File: config.mk
export PLATFORM = sky130hd
export DESIGN_NAME = reg_file_8x16
export DESIGN_NICKNAME = d
export VERILOG_FILES = /design/src/rtl/reg_file_8x16_pkg.sv /design/src/rtl/reg_file_8x16_onehot_check.sv /design/src/rtl/reg_file_8x16.sv
export SDC_FILE = /design/constraint.sdc
export NUM_CORES = 1
export LEC_CHECK = 0
export CORE_AREA = 2 2 138 140
export CTS_BUF_LIST = sky130_fd_sc_hd__clkbuf_8
export DETAILED_ROUTE_END_ITERATION = 8
export DIE_AREA = 0 0 140 142
export HOLD_SLACK_MARGIN = 0.08
export PLACE_DENSITY = 0.69
export SLEW_MARGIN = 30
export SYNTH_ARGS = -nofsm -noshare
export SYNTH_HDL_FRONTEND = slang
export SYNTH_SLANG_ARGS = --single-unit
File: constraint.sdc
create_clock -name clk -period 11.9 [get_ports clk]
set_input_delay 3.57 -clock clk [delete_from_list [all_inputs] [get_ports clk]]
set_output_delay 3.57 -clock clk [all_outputs]
set_load 0.02 [all_outputs]
File: src/rtl/reg_file_8x16_pkg.sv
// Shared constants and types for the 8x16 register file.
package reg_file_8x16_pkg;

  localparam int RF_NUM_REGS = 8;
  localparam int RF_SEL_W    = 3;
  localparam int RF_DATA_W   = 16;

  typedef logic [RF_DATA_W-1:0] rf_word_t;

endpackage

File: src/rtl/reg_file_8x16_onehot_check.sv
// Classifies an 8-bit enable vector as exactly-one-hot or multi-hot.
// Usable anywhere a decoder output needs to be sanity-checked.
module onehot_check (
  input  logic [7:0] vec,
  output logic       is_one,
  output logic       is_multi
);

  logic [7:0] low_cleared;

  // Clearing the lowest set bit leaves something only if two or more were set.
  always_comb begin
    low_cleared = vec & (vec - 8'd1);
    is_multi    = (low_cleared != 8'd0);
    is_one      = (vec != 8'd0) && !is_multi;
  end

endmodule

File: src/rtl/reg_file_8x16.sv
// Eight-entry register file fed by a one-hot write enable, with two
// registered read ports, write-first bypass and malformed-enable detection.
//
// Output qualifier: rd_valid is a one-cycle pulse per accepted read
// request. It is high in the cycle after rd_en was sampled high, and
// rd_data_a/rd_data_b carry the result in that same cycle. There is no
// back-pressure; a read issued every cycle keeps rd_valid high throughout.
// When rd_valid is low the data outputs hold their last values.
module reg_file_8x16
  import reg_file_8x16_pkg::*;
#(
  parameter int DATA_W = RF_DATA_W
) (
  input  logic                clk,
  input  logic                reset,
  input  logic                clr,
  input  logic [7:0]          we_onehot,
  input  logic [DATA_W-1:0]   wr_data,
  input  logic                rd_en,
  input  logic [RF_SEL_W-1:0] rd_sel_a,
  input  logic [RF_SEL_W-1:0] rd_sel_b,
  output logic [DATA_W-1:0]   rd_data_a,
  output logic [DATA_W-1:0]   rd_data_b,
  output logic                rd_valid,
  output logic                wr_err,
  output logic                err_sticky
);

  logic [DATA_W-1:0] regs [RF_NUM_REGS];

  logic              we_is_one;
  logic              we_is_multi;
  logic              hit_a;
  logic              hit_b;
  logic [DATA_W-1:0] next_a;
  logic [DATA_W-1:0] next_b;

  onehot_check u_onehot_check (
    .vec      (we_onehot),
    .is_one   (we_is_one),
    .is_multi (we_is_multi)
  );

  // Read-port muxes: clr forces zero, a same-cycle legal write is bypassed,
  // otherwise the stored value is returned (also for rejected writes).
  always_comb begin
    hit_a  = we_is_one && we_onehot[rd_sel_a];
    hit_b  = we_is_one && we_onehot[rd_sel_b];
    next_a = regs[rd_sel_a];
    next_b = regs[rd_sel_b];
    if (clr) begin
      next_a = '0;
      next_b = '0;
    end else begin
      if (hit_a) next_a = wr_data;
      if (hit_b) next_b = wr_data;
    end
  end

  // Storage: clr beats any write; only a strictly one-hot enable writes.
  always_ff @(posedge clk or posedge reset) begin
    if (reset) begin
      for (int i = 0; i < RF_NUM_REGS; i++) regs[i] <= '0;
    end else if (clr) begin
      for (int i = 0; i < RF_NUM_REGS; i++) regs[i] <= '0;
    end else if (we_is_one) begin
      for (int i = 0; i < RF_NUM_REGS; i++) begin
        if (we_onehot[i]) regs[i] <= wr_data;
      end
    end
  end

  // Registered read outputs; data holds when no read is requested.
  always_ff @(posedge clk or posedge reset) begin
    if (reset) begin
      rd_data_a <= '0;
      rd_data_b <= '0;
      rd_valid  <= 1'b0;
    end else begin
      rd_valid <= rd_en;
      if (rd_en) begin
        rd_data_a <= next_a;
        rd_data_b <= next_b;
      end
    end
  end

  // Error flops: the pulse reports every malformed cycle, the sticky bit
  // is suppressed when clr arrives in the same cycle.
  always_ff @(posedge clk or posedge reset) begin
    if (reset) begin
      wr_err     <= 1'b0;
      err_sticky <= 1'b0;
    end else begin
      wr_err <= we_is_multi;
      if (clr) err_sticky <= 1'b0;
      else     err_sticky <= err_sticky | we_is_multi;
    end
  end

endmodule

==> results.cfg <==
[synthesis]
ys_warn_count = 0
synth_fp_nets = 882
post-synth-top-area-fraction_pct = 44.8
postSynth.topFlopCell = dfrtp_1
cell_area_after_synthesis_sq_um = 9100
ys_types = 46
synth_register_bits = 163
post-synth-top-count-cell = dfrtp_1
syn_inst = 848
yosys.area.top_type = dfrtp_1
synthTopCellsByCount = dfrtp_1 (163), mux2i_1 (157), nor2_1 (124)
async_flop_share_pct = 100
sequential_to_total_area_share_from_yosys_stat_pct = 44.8
postSynthAreaPerCell_sq_um = 10.7
count_of_flip_flops_with_a_built_in_enable_after_synthesis = 0
synth.top_cells.by_area = dfrtp_1 (45%), mux2i_1 (17%), mux4_2 (9.4%), nor2_1 (5.1%), nand2_1 (2.9%)

[clocking]
cts.clk_slew.worst_paths_ns = 0.08
postCtsSetupBuffers = 0
cts-buffers-inserted = 17
clk_path_buf_depth = 2
cts_num_sinks = 163
cts.htree.levels = 4
cts.hold.buffers_added = 0
clock_tree.root_cell = clkbuf_8
insertion_delay_ns = 0.46
post_cts.resized_instances = 0
cts_tree = yes

[timing]
final-setup-viol-count = 0
slew_violations = 0
final.period_utilization_pct = 51.0
finalHoldViolations = 0
slew_headroom_pct = 39.1
worst_hold_slack_ns = 0.510
fin_setup_tns_ns = 0
final_period_minus_worst_setup_slack_ns = 6.07
max_clock_freq_ghz = 0.165
rsz0062_at_grt = no
setup_skew_ns = 0.00751
max_slew.worst_pin.slew_ns = 0.909

[finish]
post-route-util_pct = 55.4
layout-area-overhead-vs-synth_pct = 12.4
antennaDiodeCount = 0
fraction_of_layout_cells_with_a_size_suffix_above_1_pct = 11.0
final_net_count = 902
final.fill_count = 1649

[floorplanning]
initial_core_util_pct = 49.3
floorplan.rows = 50
core-area_sq_um = 18500
dieHeight_microns = 142
die-width_microns = 140
boundaryPins = 69
dieArea_sq_um = 19900

[hold_path]
hold_path.class = reg2reg

[route]
detail_route.first_pass.iterations = 7
via_per_inst = 6.16
ant_nets = 0
routed_wl_microns = 24600
drc = 8
overall_via_count_from_detail_route = 6853
routedWlPerCell_microns = 22.2
initialDrtViolationCount = 716

[grt]
first_global_vias = 6800
grt_first_pass_wirelength_microns = 39100
antenna_violations_before_repair = 0
maximum_number_of_pins_on_one_net_before_global_route_repair = 108
grt_usage_pct = 25.7
gr-total-overflow = 0

[placed_design]
hpwl_dp_microns = 15500
portBuffers = 68
finalWeightedCongestion = 0.851

[power_and_ir_drop]
powerDensity_nw_per_um2 = 109
p_sw_share_pct = 25.7
intPower_uw = 825
p_sw_uw = 285
clock_power_share_pct = 36.1
share_seq_of_total_power_pct = 51.0
ir_worst_vdd_mv = 0.0714
p_leak_uw = 0.00496
pwr-share-comb_pct = 12.9

[critical_path]
path_cells = clkdlybuf4s50_1, nor4_4, nand2_2, and4_4, a211oi_4, a221o_1
critical_path_buf_inv_count = 1
crit_path_max_incr_delay_ns = 0.61
crit_type = in2reg
cp_max_fo = 18
worst_ep_arrival_time_ns = 6.47
timing.critical_path.to_type = flip-flop
worstPathRequired_ns = 12.30
critPathTopFamily = simple AND/OR/NAND/NOR gates
start_kind = primary input
crit_slowest_cell = clkdlybuf4s50_1

[flow_run]
max_cap_violations = 0

[status]
run_status = finished, violations left
failed_checks = DRC
[worst reg2reg max path, stage by stage (launching register included)]
cell     delay [ns]
dfrtp_1        0.40
mux4_2         0.51
o21ai_0        0.31
nor2_1         0.10
a221o_1        0.31
[final cells by class]
cell class                 instances  area (sq um)  area share, %
timing repair buffer              85           800           7.82
sequential                       163          4080           39.9
tap                              234           293           2.86
clock buffer                      22           303           2.96
multi-input combinational        598          4650           45.5
inverter                           3          16.3          0.159
clock inverter                     7          82.6          0.808
[state kept, by name (all words and copies together), names as in the netlist]
| signal | flops |
|---|---|
| err_sticky | 1 |
| rd_data_a | 16 |
| rd_data_b | 16 |
| rd_valid | 1 |
| regs | 128 |
| wr_err | 1 |
[metrics by stage]
step	total power (uW)	std cells	worst slack, ns	area, sq um
floorplan	665	848	3.93	9100
global placement	718	1083	5.47	9830
detailed placement	719	1083	5.36	9830
CTS	1120	1112	5.84	10200
global route	1150	1112	5.71	10200
finish	1110	1112	5.83	10200
[routing by layer]
metal  vias up  wire, microns  track usage [%]
li1       3087              -                -
met1      3421          11400             38.5
met2       303          10800             37.8
met3        42           1950             4.91
met4         0            506             8.51
met5         -              0                0
[kinds of logic after synthesis]
family / Yosys count / share of synthesized area (%)
AO/OA/AOI/OAI: 144 / 11.1
XOR/XNOR: 1 / 0.0963
adder cells (fa/ha/maj): 2 / 0.220
buffers and inverters: 87 / 4.10
flip-flops: 163 / 44.8
multiplexers: 196 / 26.8
AND/OR/NAND/NOR: 255 / 12.8
[power by group through the flow]
stage	registers, uW	clock network (uW)	logic [uW]
5_1_grt	568	430	152
4_1_cts	567	407	142
2_1_floorplan	587	0	78.0
6_report	566	401	143
3_3_place_gp	577	0	141
3_5_place_dp	578	0	142
[worst paths after layout]
check                         startpoint             to  slack [ns]  cells past startpoint
min                        rd_data_b[14]  rd_data_b[14]        0.51                      2
min reg2reg                rd_data_b[14]  rd_data_b[14]        0.51                      2
min in group asynchronous          reset       regs[46]        3.45                      2
max                         we_onehot[7]  rd_data_a[13]        5.83                      6
max in group asynchronous          reset   rd_data_b[1]        6.52                      4
max reg2reg                      regs[1]   rd_data_b[1]       10.17                      4
[placed cells by master, fill, tap and decap left out, drive strengths merged, types with 2 or more instances in the layout]
master,Yosys,routed
dfrtp,163,163
mux2i,157,157
nor2,124,124
nand2,72,72
clkdlybuf4s50,0,65
mux4,38,38
a21oi,37,37
a22oi,30,30
nor2b,28,28
o21ai,26,26
a221o,23,23
clkbuf,56,22
buf,28,20
o211ai,14,14
nand2b,8,8
o2111ai,6,6
inv,3,5
nand4b,4,4
nor4b,4,4
and2,3,3
clkinv,0,3
nor4,3,3
nand3,2,2
maj3,2,2
and3,2,2
a311oi,2,2
bufinv,0,2
a211oi,2,2
No activity file was read; power rests on OpenSTA's default activity.
